$ cat src/rtl/dot_matrix_scheduler_if.sv
// Signal bundle between the parking controller and the dot-matrix display scheduler.
// The master drives power/occupancy/car events; the slave returns scan/enable/digit/busy.
interface dot_matrix_scheduler_if;
    logic       power;
    logic [3:0] free_cnt;
    logic       car_in;
    logic       car_out;
    logic [2:0] scan_cnt;
    logic       enable;
    logic [3:0] num;
    logic       busy;

    modport master (
        output power, free_cnt, car_in, car_out,
        input  scan_cnt, enable, num, busy
    );

    modport slave (
        input  power, free_cnt, car_in, car_out,
        output scan_cnt, enable, num, busy
    );
endinterface

$ cat src/rtl/dot_matrix_scheduler.sv
// Row-scan, digit latch and blink scheduler for the free-space dot-matrix sign.
// Digit and blink phase only change on frame boundaries so the matrix never tears.
module dot_matrix_scheduler #(
    parameter int unsigned SCAN_DIV     = 4,
    parameter int unsigned BLINK_FRAMES = 4,
    parameter int unsigned EVENT_BLINKS = 3
) (
    input  logic                    clk,
    input  logic                    rst_n,
    dot_matrix_scheduler_if.slave   bus
);
    localparam int unsigned DW = (SCAN_DIV > 1)     ? $clog2(SCAN_DIV)     : 1;
    localparam int unsigned FW = (BLINK_FRAMES > 1) ? $clog2(BLINK_FRAMES) : 1;
    localparam int unsigned HW = $clog2(2 * EVENT_BLINKS);

    localparam logic [DW-1:0] DIV_LAST   = DW'(SCAN_DIV - 1);
    localparam logic [FW-1:0] FRAME_LAST = FW'(BLINK_FRAMES - 1);
    localparam logic [HW-1:0] HALF_LAST  = HW'(2 * EVENT_BLINKS - 1);

    typedef enum logic [1:0] {
        OFF      = 2'd0,
        SHOW     = 2'd1,
        ANNOUNCE = 2'd2,
        FULL     = 2'd3
    } state_t;

    state_t        state;
    state_t        state_next;

    logic [DW-1:0] div_cnt;
    logic [2:0]    scan_cnt;
    logic [3:0]    num;
    logic [FW-1:0] frame_cnt;
    logic [HW-1:0] half_cnt;
    logic          phase;

    logic          scanning;
    logic          frame_tick;
    logic          car_event;
    logic          announce_done;
    logic          blink_clear;
    logic          blink_state;
    logic          enable_d;
    logic          busy_d;
    logic [3:0]    free_clamped;

    assign scanning      = bus.power && (state != OFF);
    assign frame_tick    = scanning && (div_cnt == DIV_LAST) && (scan_cnt == 3'd7);
    assign car_event     = bus.power && (bus.car_in || bus.car_out);
    assign announce_done = frame_tick && (frame_cnt == FRAME_LAST) && (half_cnt == HALF_LAST);
    assign free_clamped  = (bus.free_cnt > 4'd9) ? 4'd9 : bus.free_cnt;
    assign blink_state   = (state == ANNOUNCE) || (state == FULL);

    // Any state change, and any event seen while announcing, restarts the blink sequence.
    assign blink_clear   = (state_next != state) || ((state == ANNOUNCE) && car_event);

    always_ff @(posedge clk or negedge rst_n) begin
        if (!rst_n) begin
            state <= OFF;
        end else begin
            state <= state_next;
        end
    end

    always_comb begin
        state_next = state;
        enable_d   = 1'b0;
        busy_d     = 1'b0;
        if (!bus.power) begin
            state_next = OFF;
        end else begin
            unique case (state)
                OFF: state_next = SHOW;
                SHOW: begin
                    if (car_event) begin
                        state_next = ANNOUNCE;
                    end else if (frame_tick && (bus.free_cnt == 4'd0)) begin
                        state_next = FULL;
                    end
                end
                ANNOUNCE: begin
                    if (car_event) begin
                        state_next = ANNOUNCE;
                    end else if (announce_done) begin
                        state_next = (bus.free_cnt == 4'd0) ? FULL : SHOW;
                    end
                end
                FULL: begin
                    if (car_event) begin
                        state_next = ANNOUNCE;
                    end else if (frame_tick && (bus.free_cnt != 4'd0)) begin
                        state_next = SHOW;
                    end
                end
                default: state_next = OFF;
            endcase
        end

        unique case (state)
            SHOW:     enable_d = 1'b1;
            ANNOUNCE: begin
                enable_d = phase;
                busy_d   = 1'b1;
            end
            FULL:     enable_d = phase;
            default:  enable_d = 1'b0;
        endcase
    end

    always_ff @(posedge clk or negedge rst_n) begin
        if (!rst_n) begin
            div_cnt  <= '0;
            scan_cnt <= '0;
        end else if (!scanning) begin
            div_cnt  <= '0;
            scan_cnt <= '0;
        end else if (div_cnt == DIV_LAST) begin
            div_cnt  <= '0;
            scan_cnt <= scan_cnt + 3'd1;
        end else begin
            div_cnt  <= div_cnt + DW'(1);
        end
    end

    // Digit is loaded at power-up and otherwise only at frame boundaries.
    always_ff @(posedge clk or negedge rst_n) begin
        if (!rst_n) begin
            num <= '0;
        end else if (((state == OFF) && bus.power) || frame_tick) begin
            num <= free_clamped;
        end
    end

    always_ff @(posedge clk or negedge rst_n) begin
        if (!rst_n) begin
            frame_cnt <= '0;
            half_cnt  <= '0;
            phase     <= 1'b0;
        end else if (blink_clear) begin
            frame_cnt <= '0;
            half_cnt  <= '0;
            phase     <= 1'b0;
        end else if (frame_tick && blink_state) begin
            if (frame_cnt == FRAME_LAST) begin
                frame_cnt <= '0;
                half_cnt  <= half_cnt + HW'(1);
                phase     <= ~phase;
            end else begin
                frame_cnt <= frame_cnt + FW'(1);
            end
        end
    end

    assign bus.scan_cnt = scan_cnt;
    assign bus.num      = num;
    assign bus.enable   = enable_d;
    assign bus.busy     = busy_d;
endmodule
$ cat src/flat_wrapper.sv
// flat-port wrapper written by rule: the top's interface ports become plain ports
module dot_matrix_scheduler_flat 
#(
    parameter int unsigned SCAN_DIV     = 4,
    parameter int unsigned BLINK_FRAMES = 4,
    parameter int unsigned EVENT_BLINKS = 3
)
  (clk, rst_n, bus_power, bus_free_cnt, bus_car_in, bus_car_out, bus_scan_cnt, bus_enable, bus_num, bus_busy);
  dot_matrix_scheduler_if bus_i ();
  input  logic clk;
  input  logic rst_n;
  input wire logic [$bits(bus_i.power)-1:0] bus_power;
  input wire logic [$bits(bus_i.free_cnt)-1:0] bus_free_cnt;
  input wire logic [$bits(bus_i.car_in)-1:0] bus_car_in;
  input wire logic [$bits(bus_i.car_out)-1:0] bus_car_out;
  output wire logic [$bits(bus_i.scan_cnt)-1:0] bus_scan_cnt;
  output wire logic [$bits(bus_i.enable)-1:0] bus_enable;
  output wire logic [$bits(bus_i.num)-1:0] bus_num;
  output wire logic [$bits(bus_i.busy)-1:0] bus_busy;
  assign bus_i.power = bus_power;
  assign bus_i.free_cnt = bus_free_cnt;
  assign bus_i.car_in = bus_car_in;
  assign bus_i.car_out = bus_car_out;
  assign bus_scan_cnt = bus_i.scan_cnt;
  assign bus_enable = bus_i.enable;
  assign bus_num = bus_i.num;
  assign bus_busy = bus_i.busy;
  dot_matrix_scheduler #(.SCAN_DIV(SCAN_DIV), .BLINK_FRAMES(BLINK_FRAMES), .EVENT_BLINKS(EVENT_BLINKS)) u_core (.clk(clk), .rst_n(rst_n), .bus(bus_i));
endmodule
$ cat config.mk
export PLATFORM = sky130hd
export DESIGN_NAME = dot_matrix_scheduler_flat
export DESIGN_NICKNAME = d
export VERILOG_FILES = /design/src/rtl/dot_matrix_scheduler_if.sv /design/src/rtl/dot_matrix_scheduler.sv /design/src/flat_wrapper.sv
export SDC_FILE = /design/constraint.sdc
export NUM_CORES = 1
export LEC_CHECK = 0
export ABC_AREA = 0
export CAP_MARGIN = 40
export CORE_UTILIZATION = 50
export CTS_CLUSTER_SIZE = 8
export DETAILED_ROUTE_END_ITERATION = 8
export DONT_BUFFER_PORTS = 1
export GPL_ROUTABILITY_DRIVEN = 0
export SLEW_MARGIN = 40
export SYNTH_ARGS = -nofsm -noshare
export SYNTH_HDL_FRONTEND = slang
export SYNTH_SLANG_ARGS = --single-unit
$ cat constraint.sdc
create_clock -name clk -period 5.4 [get_ports clk]
set_clock_uncertainty 0.15 [all_clocks]
set_input_delay 1.35 -clock clk [delete_from_list [all_inputs] [get_ports clk]]
set_output_delay 1.35 -clock clk [all_outputs]
set_load 0.03 [all_outputs]
### After elaboration in Yosys (flattened, before gate mapping)

Index checks and enable logic that the tools add are counted.

| operators by class | value |
|---|---|
| $add $sub $neg | 4 |
| $mul | 0 |
| div/mod/pow operators | 0 |
| magnitude comparators | 1 |
| equality and inequality tests | 9 |
| shift operators | 0 |
| multiplexer cells | 25 |
| bitwise gates (word level) | 1 |
| reductions and logical operators | 23 |

Operator list:

| operator | count |
|---|---|
| 2-bit 2-to-1 mux | 13 |
| 3-bit 2-to-1 mux | 5 |
| 1-bit logical AND | 11 |
| 2-bit equality test (second input constant) | 4 |
| 2-bit one-hot mux with 4 select lines | 1 |
| 3-bit by 1-bit adder with 3-bit output (second input constant) | 2 |
| 3-bit equality test (second input constant) | 2 |
| 2-bit nonzero test | 3 |
| 2-bit by 1-bit adder with 2-bit output (second input constant) | 2 |
| 4-bit > comparator (second input constant) | 1 |
| 4-bit zero test | 1 |
| 1-bit logical OR | 4 |
| 1-bit 2-to-1 mux | 4 |
| 4-bit 2-to-1 mux | 1 |
| 4-bit nonzero test | 1 |
| 2-bit by 1-bit equality test with 1-bit output (second input constant) | 1 |
| 2-bit zero test | 1 |
| 2-bit inequality test | 1 |
| 2-bit inequality test (second input constant) | 1 |
| 1-bit one-hot mux with 2 select lines | 1 |
| 2-bit AND reduction | 1 |
| 2-bit OR reduction | 1 |
| 1-bit NOT | 1 |

| word-level totals | value |
|---|---|
| flip-flop bits (word level) | 17 |
| latch bits | 0 |
| RAM bits | 0 |
| bits in read-only memories | 0 |
| output and inout bits | 9 |
| word-level logic and storage cells | 70 |
| memories kept | 0 |

### Logic depth before layout (Yosys ltp)

Gate-level depths: netlist of the first run.

| depth | value |
|---|---|
| word-level depth | 14 |
| mapped depth | 6 |

### Worst setup path after synthesis of the first run

No wires, ideal clock.

| timing path | value |
|---|---|
| path kind | input -> register |
| from | input bus_free_cnt[1] |
| to | register u_core.frame_cnt[1] |
| data arrival time | 2.433 ns |
| required time | 5.111 ns |
| setup slack | 2.678 ns |
| stages | 4 |
| path buffers | 0 |
| cells stage by stage | or4_4 -> or3b_1 -> o211ai_2 -> nor3_1 |

| on the way | value |
|---|---|
| longest elaborated chain between the ends | 9 |
| elaborated cells on any way between the ends | 17 |
| those cells by class | eq/ne (1); mux (10); reduce/logical (6) |

RTL lines:

| item | RTL line | text |
|---|---|---|
| start, declared | flat_wrapper.sv:13 | `input wire logic [$bits(bus_i.free_cnt)-1:0] bus_free_cnt;` |
| 4-bit zero test / 4-bit nonzero test (equally long branches) | dot_matrix_scheduler.sv:77, dot_matrix_scheduler.sv:85, dot_matrix_scheduler.sv:91 |  |
| 2-bit 2-to-1 mux, or another cell as far along | dot_matrix_scheduler.sv:85 | `state_next = (bus.free_cnt == 4'd0) ? FULL : SHOW;` |
| 2-bit 2-to-1 mux, on equally long branches | dot_matrix_scheduler.sv:84, dot_matrix_scheduler.sv:77, dot_matrix_scheduler.sv:91 |  |
| 2-bit 2-to-1 mux, on equally long branches | dot_matrix_scheduler.sv:82, dot_matrix_scheduler.sv:89, dot_matrix_scheduler.sv:75 |  |
| 2-bit one-hot mux with 4 select lines * | dot_matrix_scheduler.sv:72 | `unique case (state)` |
| 2-bit 2-to-1 mux * | dot_matrix_scheduler.sv:69 | `if (!bus.power) begin` |
| 2-bit inequality test * | dot_matrix_scheduler.sv:55 | `assign blink_clear = (state_next != state) \|\| ((state == ANNOUNCE) && car_event);` |
| 1-bit logical OR * | dot_matrix_scheduler.sv:55 |  |
| 2-bit 2-to-1 mux / 2-bit nonzero test (equally long branches) | - |  |
| end signal, assigned | dot_matrix_scheduler.sv:149 | `frame_cnt <= frame_cnt + FW'(1);` |
| end, declared | dot_matrix_scheduler.sv:33 | `logic [FW-1:0] frame_cnt;` |

Every way passes the cells marked *; elsewhere a longest branch is shown, timed or not.
A chain may end at the register's enable or synchronous reset.

### Final worst setup path of the first run

| timing path | value |
|---|---|
| from | register u_core.state[1] |
| to | output bus_enable |

| on the way | value |
|---|---|
| longest elaborated chain between the ends | 3 |
| elaborated cells on any way between the ends | 5 |
| those cells by class | eq/ne (3); mux (1); reduce/logical (1) |

RTL lines:

| item | RTL line | text |
|---|---|---|
| start, declared | dot_matrix_scheduler.sv:27 | `state_t state;` |
| start signal, assigned | dot_matrix_scheduler.sv:61 | `state <= state_next;` |
| 2-bit equality test | dot_matrix_scheduler.sv:99 | `unique case (state)` |
| 2-bit OR reduction (no source line) | - |  |
| 1-bit one-hot mux with 2 select lines * | dot_matrix_scheduler.sv:99 |  |
| end, declared | flat_wrapper.sv:17 | `output wire logic [$bits(bus_i.enable)-1:0] bus_enable;` |

Marks and branches as above.

==> reports/summary.md, run 1 <==
The worst pin sits at a relative slew slack of 62.0%. The routed layout has 662 vias. Global routing finished with a remaining overflow of 0. In the post-synthesis netlist, the biggest area contributors are sky130_fd_sc_hd__dfrtp_1 (46%), sky130_fd_sc_hd__ha_1 (8.1%), sky130_fd_sc_hd__mux2i_1 (5.4%), sky130_fd_sc_hd__nor2_1 (4.1%), sky130_fd_sc_hd__xor2_1 (2.8%). By count the netlist is led by sky130_fd_sc_hd__dfrtp_1 (17), sky130_fd_sc_hd__nor2_1 (10), sky130_fd_sc_hd__ha_1 (6), sky130_fd_sc_hd__nand2_1 (6). The horizontal die dimension was 44.9 um; the number of setup violations in the final report was 0.

The total count of hold-check failures in the final report came out at 0. At the worst endpoint, the arrival time is 1.32 ns. Counting tap cells, the placed design contains a total of 113 instances. The worst setup path is of the reg2out kind.

Per report_power, the combinational group accounts for 14.8% of the total. The CTS H-tree depth is 1, and the area of all sequential standard cells is 425 um2. For the number of remaining DRC errors, the log shows 0. By instance count, the leading cell after synthesis is sky130_fd_sc_hd__dfrtp_1. For the final routed database, the setup TNS stands at 0 ns. Counting the buffers created by CTS gives 3. For the number of warning messages in the yosys log, the log shows 0. Highest net fanout along the worst path: 11. The clock share of power is 24.3%.

The number of antenna diodes in the final layout is 0. The routed via count divided by cell count was 5.66. The cell-internal power came out at 0.183 mW. Among all flip-flop cells after synthesis, the most frequent one is sky130_fd_sc_hd__dfrtp_1. In the final layout, the multi-input gates occupy 470 um2. For this design the ratio of total power to cell area is 278 mW/mm2. 18 I/O pins were placed. For the pin with the worst max-slew slack, the measured transition is 0.563 ns. Max-cap violations in this run came to 0.

Once the clock tree was built, the setup fixing pass inserted 0 buffers. The buffer depth of the longest clock path came out at 2. Of the available clock period, the critical path in the final layout requires 52.1%. The number of global-route vias before repair was 658. The worst setup path is captured at an output port. The tools report the fill cell instance count of the final layout as 174. The number of antenna violations at the first check in global routing is 0, and the register bit count reported by yosys is 17. The wire length of the first global-routing pass came out at 2710 um. The area share of the largest cell type after synthesis was 46.1%.

Type of the most critical hold path: reg2reg. In this run the power spent charging and discharging nets is 0.0854 mW. Counting every instance in the synthesized netlist gives 91. The initial standard-cell utilization of the core was 53.4%.

The worst path in the final design needs a cycle of 2.82 ns, including I/O delays and setup. In this run the clock root is driven by a sky130_fd_sc_hd__clkbuf_4. In this run the remaining antenna-violating nets after routing total 0.

For this block, the initial DRC count from the detailed router was 15. Clock slew at the register clock pins of the worst setup and hold paths: 0.09 ns. The non-filler instance count after layout was 117; the largest voltage drop on the vdd net was 0.158 mV. Compared with the post-synthesis result, the final layout area differs by 4.61%.

Per report_power, the sequential group accounts for 60.9% of the total. The HPWL after detailed placement is 1210 um. The number of hold buffers added after CTS was 0; the routed length per placed instance was 13.5 um. The share of synthesized flip-flops with an asynchronous set or reset was 100%. The switching part of the total power was 31.9%. The data required time at the worst endpoint was 3.90 ns.

The flow ran to the end, and the final reports show no timing, DRC or antenna violations. The mapped netlist covers 922 um2. Setup repair after global routing left no endpoint under its margin.

Row generation in the floorplan step produced 15 rows. The run gives 46.1% as the share of the yosys chip area belonging to registers. Global routing consumed, over all layers together, 18.6% of the routing resources. The average instance in the mapped netlist occupies 10.1 um2. The layout cell share with drive strength beyond 1 is 8.70%. The placeable core region was 0.00173 mm2; the clock sink count was 17. The pin count of the biggest net entering global routing was 18. The cell taking the most area after synthesis is sky130_fd_sc_hd__dfrtp_1. The die covers 0.00202 mm2. TritonCTS built the clock tree.

The tools report the post-cts sizing count as 0. The worst setup path is launched from a flip-flop. The total of buffers placed on input and output ports works out to 0.

Yosys mapped a number of flops with a built-in enable equal to 0. The tools report the number of nets in the finished design as 108. The overall routed net length is 1580 um.

The die outline height is 44.9 um, and the length of the first detailed-routing pass in iterations is 4. The static leakage power is 0.464 nW, and the highest attainable clock frequency is 0.355 GHz. The number of distinct library cells after synthesis is 32, and the later-pin clock latency in the skew report is 0.28 ns.

Number of pins with negative max-slew slack in the final report: 0. When the netlist entered floorplanning its net count stood at 106.
-- cell families after synthesis --
logic type | Yosys count | synth area share [%]
xor gates and xnor gates | 4 | 3.80
muxes | 6 | 6.65
adders and majority gates | 6 | 8.14
DFF | 17 | 46.1
AOI/OAI and AO/OA | 16 | 12.2
buffers and inverters | 6 | 2.85
and+or+nand+nor | 36 | 20.2
-- registers in the layout, indices dropped and copies added, names as in the netlist --
signal / flops
u_core.bus.scan_cnt: 3
u_core.div_cnt: 2
u_core.state: 2
u_core.frame_cnt: 2
u_core.phase: 1
u_core.half_cnt: 3
u_core.bus.num: 4
-- layer usage --
metal | vias up | GRT usage [%] | wire (um)
met1 | 319 | 23.2 | 741
met5 | - | 0 | 0
met4 | 0 | 9.70 | 13
met3 | 2 | 3.20 | 75
met2 | 17 | 30.7 | 753
li1 | 324 | - | -
-- worst max-delay path: stages, from the launching register on --
cell                      delay, ns
sky130_fd_sc_hd__dfrtp_1       0.50
sky130_fd_sc_hd__nor2b_1       0.25
sky130_fd_sc_hd__a21o_1        0.28
-- final timing paths --
path	from	to	slack, ns	cells after the start
setup / recovery	u_core.state[1]	bus_enable	2.58	2
hold / removal	u_core.div_cnt[0]	u_core.div_cnt[0]	0.29	1
setup reg to reg	u_core.bus.scan_cnt[0]	u_core.bus.num[3]	3.12	5
hold reg to reg	u_core.div_cnt[0]	u_core.div_cnt[0]	0.29	1
max in group asynchronous	rst_n	u_core.bus.num[2]	4.43	0
min in group asynchronous	rst_n	u_core.state[1]	0.60	0
-- layout by cell type (no fill, tap or decap), types with 2 or more instances in the layout --
| cell type | Yosys | layout |
|---|---|---|
| sky130_fd_sc_hd__dfrtp_1 | 17 | 17 |
| sky130_fd_sc_hd__nor2_1 | 10 | 10 |
| sky130_fd_sc_hd__nand2_1 | 6 | 6 |
| sky130_fd_sc_hd__ha_1 | 6 | 6 |
| sky130_fd_sc_hd__o21ai_0 | 5 | 5 |
| sky130_fd_sc_hd__nor3_1 | 5 | 5 |
| sky130_fd_sc_hd__mux2i_1 | 5 | 5 |
| sky130_fd_sc_hd__inv_1 | 3 | 3 |
| sky130_fd_sc_hd__xor2_1 | 3 | 3 |
| sky130_fd_sc_hd__clkbuf_4 | 0 | 3 |
| sky130_fd_sc_hd__nand2b_1 | 2 | 2 |
| sky130_fd_sc_hd__and3_1 | 2 | 2 |
| sky130_fd_sc_hd__nand3_1 | 2 | 2 |
| sky130_fd_sc_hd__nor2b_1 | 2 | 2 |
| sky130_fd_sc_hd__a21o_1 | 2 | 2 |
| sky130_fd_sc_hd__a31oi_1 | 2 | 2 |
-- per-stage QoR --
| step | worst slack, ns | power (mW) | cell area, um2 | util (%) | hold slack (ns) |
|---|---|---|---|---|---|
| after global routing | 2.51 | 0.282 | 965 | 55.9 | 0.326 |
| after floorplan | 2.68 | 0.199 | 922 | - | 0.265 |
| after detailed placement | 2.60 | 0.206 | 938 | 54.3 | 0.288 |
| after global placement | 2.63 | 0.205 | 938 | 54.3 | 0.279 |
| after CTS | 2.57 | 0.272 | 965 | 55.9 | 0.301 |
| final | 2.58 | 0.268 | 965 | 55.9 | 0.291 |
-- cell type report --
cell class                      instances  area share, %
Sequential cell                        17           44.1
Clock buffer                            4           2.72
Multi-Input combinational cell         68           48.8
Tap cell                               25           3.24
Inverter                                3           1.17
-- power groups by stage --
stage,Combinational [mW],Sequential [mW],Clock (mW)
final,0.0396,0.163,0.0651
after global routing,0.0438,0.165,0.0736
after CTS,0.0399,0.163,0.0686
after detailed placement,0.0398,0.166,0
after global placement,0.0394,0.166,0
after floorplan,0.0372,0.161,0
No activity file was read; power rests on OpenSTA's default activity.
==> inputs of run 2 (changes only) <==
==> constraint.sdc (replaced) <==
create_clock -name clk -period 2.6 [get_ports clk]
set_clock_uncertainty 0.15 [all_clocks]
set_input_delay 0.65 -clock clk [delete_from_list [all_inputs] [get_ports clk]]
set_output_delay 0.65 -clock clk [all_outputs]
set_load 0.03 [all_outputs]
==> reports/summary.md, run 2 (synthesis gave the netlist of run 1 again) <==
The flow ran to the end, and the final reports show no timing, DRC or antenna violations. The number of buffer and inverter instances along the worst setup path was 0 (unchanged). Relative slew slack: 61.3% (-0.70 points). The die outline height is 44.9 um (unchanged), and the register-to-register path setup slack is 0.46 ns (-2.66 ns). The overall global routing resource usage is 18.9% (+0.28 points), and the number of cells traversed by the worst register-to-register path is 6 (+1). Clock sink count: 17 (unchanged). The routed via count divided by cell count was 5.53 (-2.4%); the power share of the sequential group was 59.5% (-1.4 points).

The tools report the number of global-route vias before repair as 627 (-4.7%). The number of remaining DRC errors is 0 (unchanged), and the length of the first detailed-routing pass in iterations is 4 (unchanged). The CTS H-tree depth is 1 (unchanged), and the shortest clock period the worst path allows after layout is 2.14 ns. The first-iteration detailed-routing DRC count is 14 (-1), and the logic gate share of total power is 16.1% (+1.3 points). The placeable core region was 0.00173 mm2 (unchanged). Buffer depth of the longest clock path: 2 (unchanged). The run gives 0 (unchanged) as the max capacitance violation total.

The wire length of the first global-routing pass is 2730 um (+0.77%). The area of placed instances was 953 um2 (+1.6%); the total of buffers placed on input and output ports was 0 (unchanged). Non-filler instance count after layout: 120 (+2.6%).

For the number of placed instances with taps included, the log shows 115 (+1.8%). The tree is rooted in a sky130_fd_sc_hd__clkbuf_4. The endpoint of the most critical setup path was bus_enable.

The commonest non-fill, non-tap cell in the layout is sky130_fd_sc_hd__dfrtp_1. The tools report the post-cts sizing count as 0 (unchanged). The startpoint identified for the worst register-to-register timing path is u_core.bus.scan_cnt[1]. The slowest stage of the critical path is the sky130_fd_sc_hd__dfrtp_1 cell.

For the later-pin clock latency in the skew report, the log shows 0.28 ns (about the same). The min-delay analysis places its worst path in the category in2async. u_core.bus.num holds more flip-flops than any other register.

The setup TNS after final layout is 0 ns (unchanged), and the total non-filler cell area in the finished layout is 985 um2 (+2.1%). The critical path goes through nor2b_1 -> a21o_1. The run gives 24.4% (about the same) as the clock share of power.

The horizontal die dimension is 44.9 um (unchanged). The startpoint class of the critical path was a flip-flop. The critical path starts at u_core.state[1]. The number of inserted diodes was 0 (unchanged); the number of cells on the critical path was 2 (unchanged).

The number of nets in the finished design was 111 (+2.8%). The detailed-placement wirelength estimate is 1240 um (+2.6%). Compared with the post-synthesis result, the final layout area differs by 6.78%. Broken down by cell family, the worst path's largest delay share belongs to flip-flops. The overall overflow remaining after global route came out at 0 (unchanged). The clock slew at the register clock pins of the worst setup and hold paths was 0.10 ns (about the same). Slew at the pin closest to its max-slew limit: 0.574 ns (+0.0104 ns). The flip-flop count of the largest register, all copies and words added works out to 4 (unchanged).

Final worst slack: 0.463 ns (-2.12 ns). The switching part of the total power works out to 32.8% (+0.97 points). Overall routed net length: 1620 um (+2.4%).

The cell-internal power came out at 0.382 mW (+110%). For the minimum hold slack, the log shows 0.111 ns (-0.181 ns). Timing would allow up to 0.468 GHz. The number of setup violations in the final report came out at 0 (unchanged). The largest incremental delay on the critical path is 0.51 ns (about the same). The run gives 18 (unchanged) as the count of boundary I/O pins. The arrival time of the worst setup path came out at 1.34 ns (+0.02 ns).

The highest net fanout along the worst path is 11 (unchanged), and the initial standard-cell utilization of the core is 53.4% (unchanged). For the largest voltage drop on the vdd net, the log shows 0.307 mV (+94%). The routed length per placed instance is 13.5 um (-0.16%).

The static leakage power was 0.478 nW (+3.0%). The end of the worst register-to-register path was u_core.frame_cnt[0]. The number of pins with negative max-slew slack in the final report came out at 0 (unchanged). The type of destination of the critical path was an output port. The row count is 15 (unchanged), and the data required time at the worst endpoint is 1.80 ns (-2.10 ns). The number of antenna violations at the first check in global routing was 0 (unchanged). The layout cell share with drive strength beyond 1 was 11.6% (+2.9 points); the overall die area was 0.00202 mm2 (unchanged). Leaving out fill and tap cells, the most frequent cells in the layout are sky130_fd_sc_hd__dfrtp_1 (17), sky130_fd_sc_hd__nor2_1 (10), sky130_fd_sc_hd__nand2_1 (6), sky130_fd_sc_hd__ha_1 (6).

The run gives 0.476 ns (-2.12 ns) as the worst setup slack after placement. TritonCTS built the clock tree. The start-to-end type of the worst setup path was reg2out. The number of CTS-inserted buffers was 3 (unchanged); the pin count of the biggest net entering global routing was 18 (unchanged). The power density over the cells works out to 578 mW/mm2 (+110%). Setup repair after global routing left no endpoint under its margin. The largest registers in the layout are u_core.bus.num x4, u_core.bus.scan_cnt x3, u_core.half_cnt x3. The tools report the switching power summed over all nets as 0.187 mW (+120%). The total via count after detailed routing is 663 (+0.15%), and the fraction of the cycle the final worst path needs is 82.2%. The number of nets with antenna violations after routing is 0 (unchanged), and the total count of hold-check failures in the final report is 0 (unchanged).
-- run 2: power groups by stage --
stage | combinational [mW] | clock, mW | sequential, mW
floorplan | 0.0773 | 0 | 0.335
global placement | 0.0857 | 0 | 0.344
detailed placement | 0.0867 | 0 | 0.344
CTS | 0.0934 | 0.144 | 0.339
global route | 0.105 | 0.161 | 0.343
finish | 0.0919 | 0.139 | 0.339
-- run 2: per-stage QoR --
stage,util (%),power [mW]
floorplan,-,0.413
global placement,55.2,0.429
detailed placement,55.2,0.431
CTS,57.3,0.577
global route,57.0,0.608
finish,57.0,0.569
-- run 2: worst reg2reg max path, delay by kind of cell, from the launching register on --
kind	cells	cell delay (ns)
AOI/OAI and AO/OA	3	0.77
adders and majority gates	2	0.39
DFF	1	0.54
and+or+nand+nor	1	0.14
-- run 2: worst min-delay path by stage --
| stage | startpoint | to | slack (ns) | depth (start not counted) |
|---|---|---|---|---|
| after CTS | u_core.div_cnt[0] | u_core.div_cnt[0] | 0.31 | 1 |
| final | rst_n | u_core.state[0] | 0.11 | 1 |
| after global placement | rst_n | u_core.state[0] | 0.20 | 0 |
| after floorplan | rst_n | u_core.bus.num[0] | 0.20 | 0 |
| after global routing | rst_n | u_core.state[0] | 0.12 | 1 |
| after detailed placement | rst_n | u_core.state[0] | 0.20 | 0 |
-- run 2: final cells by class --
class,count,area (um2)
Fill cell,162,742
Multi-Input combinational cell,68,470
Sequential cell,17,425
Tap cell,25,31.3
Clock buffer,4,26.3
Timing Repair Buffer,3,20.0
Inverter,3,11.3
-- run 2: timing repair --
| action | in CTS | in global routing |
|---|---|---|
| hold endpoints to repair | 17 | 0 |
| setup buffers | 0 | 0 |
| hold buffers | 1 | 0 |
-- run 2: metal layers --
layer | routed length (um) | vias to the layer above | track usage (%)
met5 | 0 | - | 0
met4 | 7 | 0 | 6.06
met3 | 60 | 2 | 5.60
met2 | 766 | 11 | 29.6
met1 | 787 | 318 | 25.1
li1 | - | 332 | -
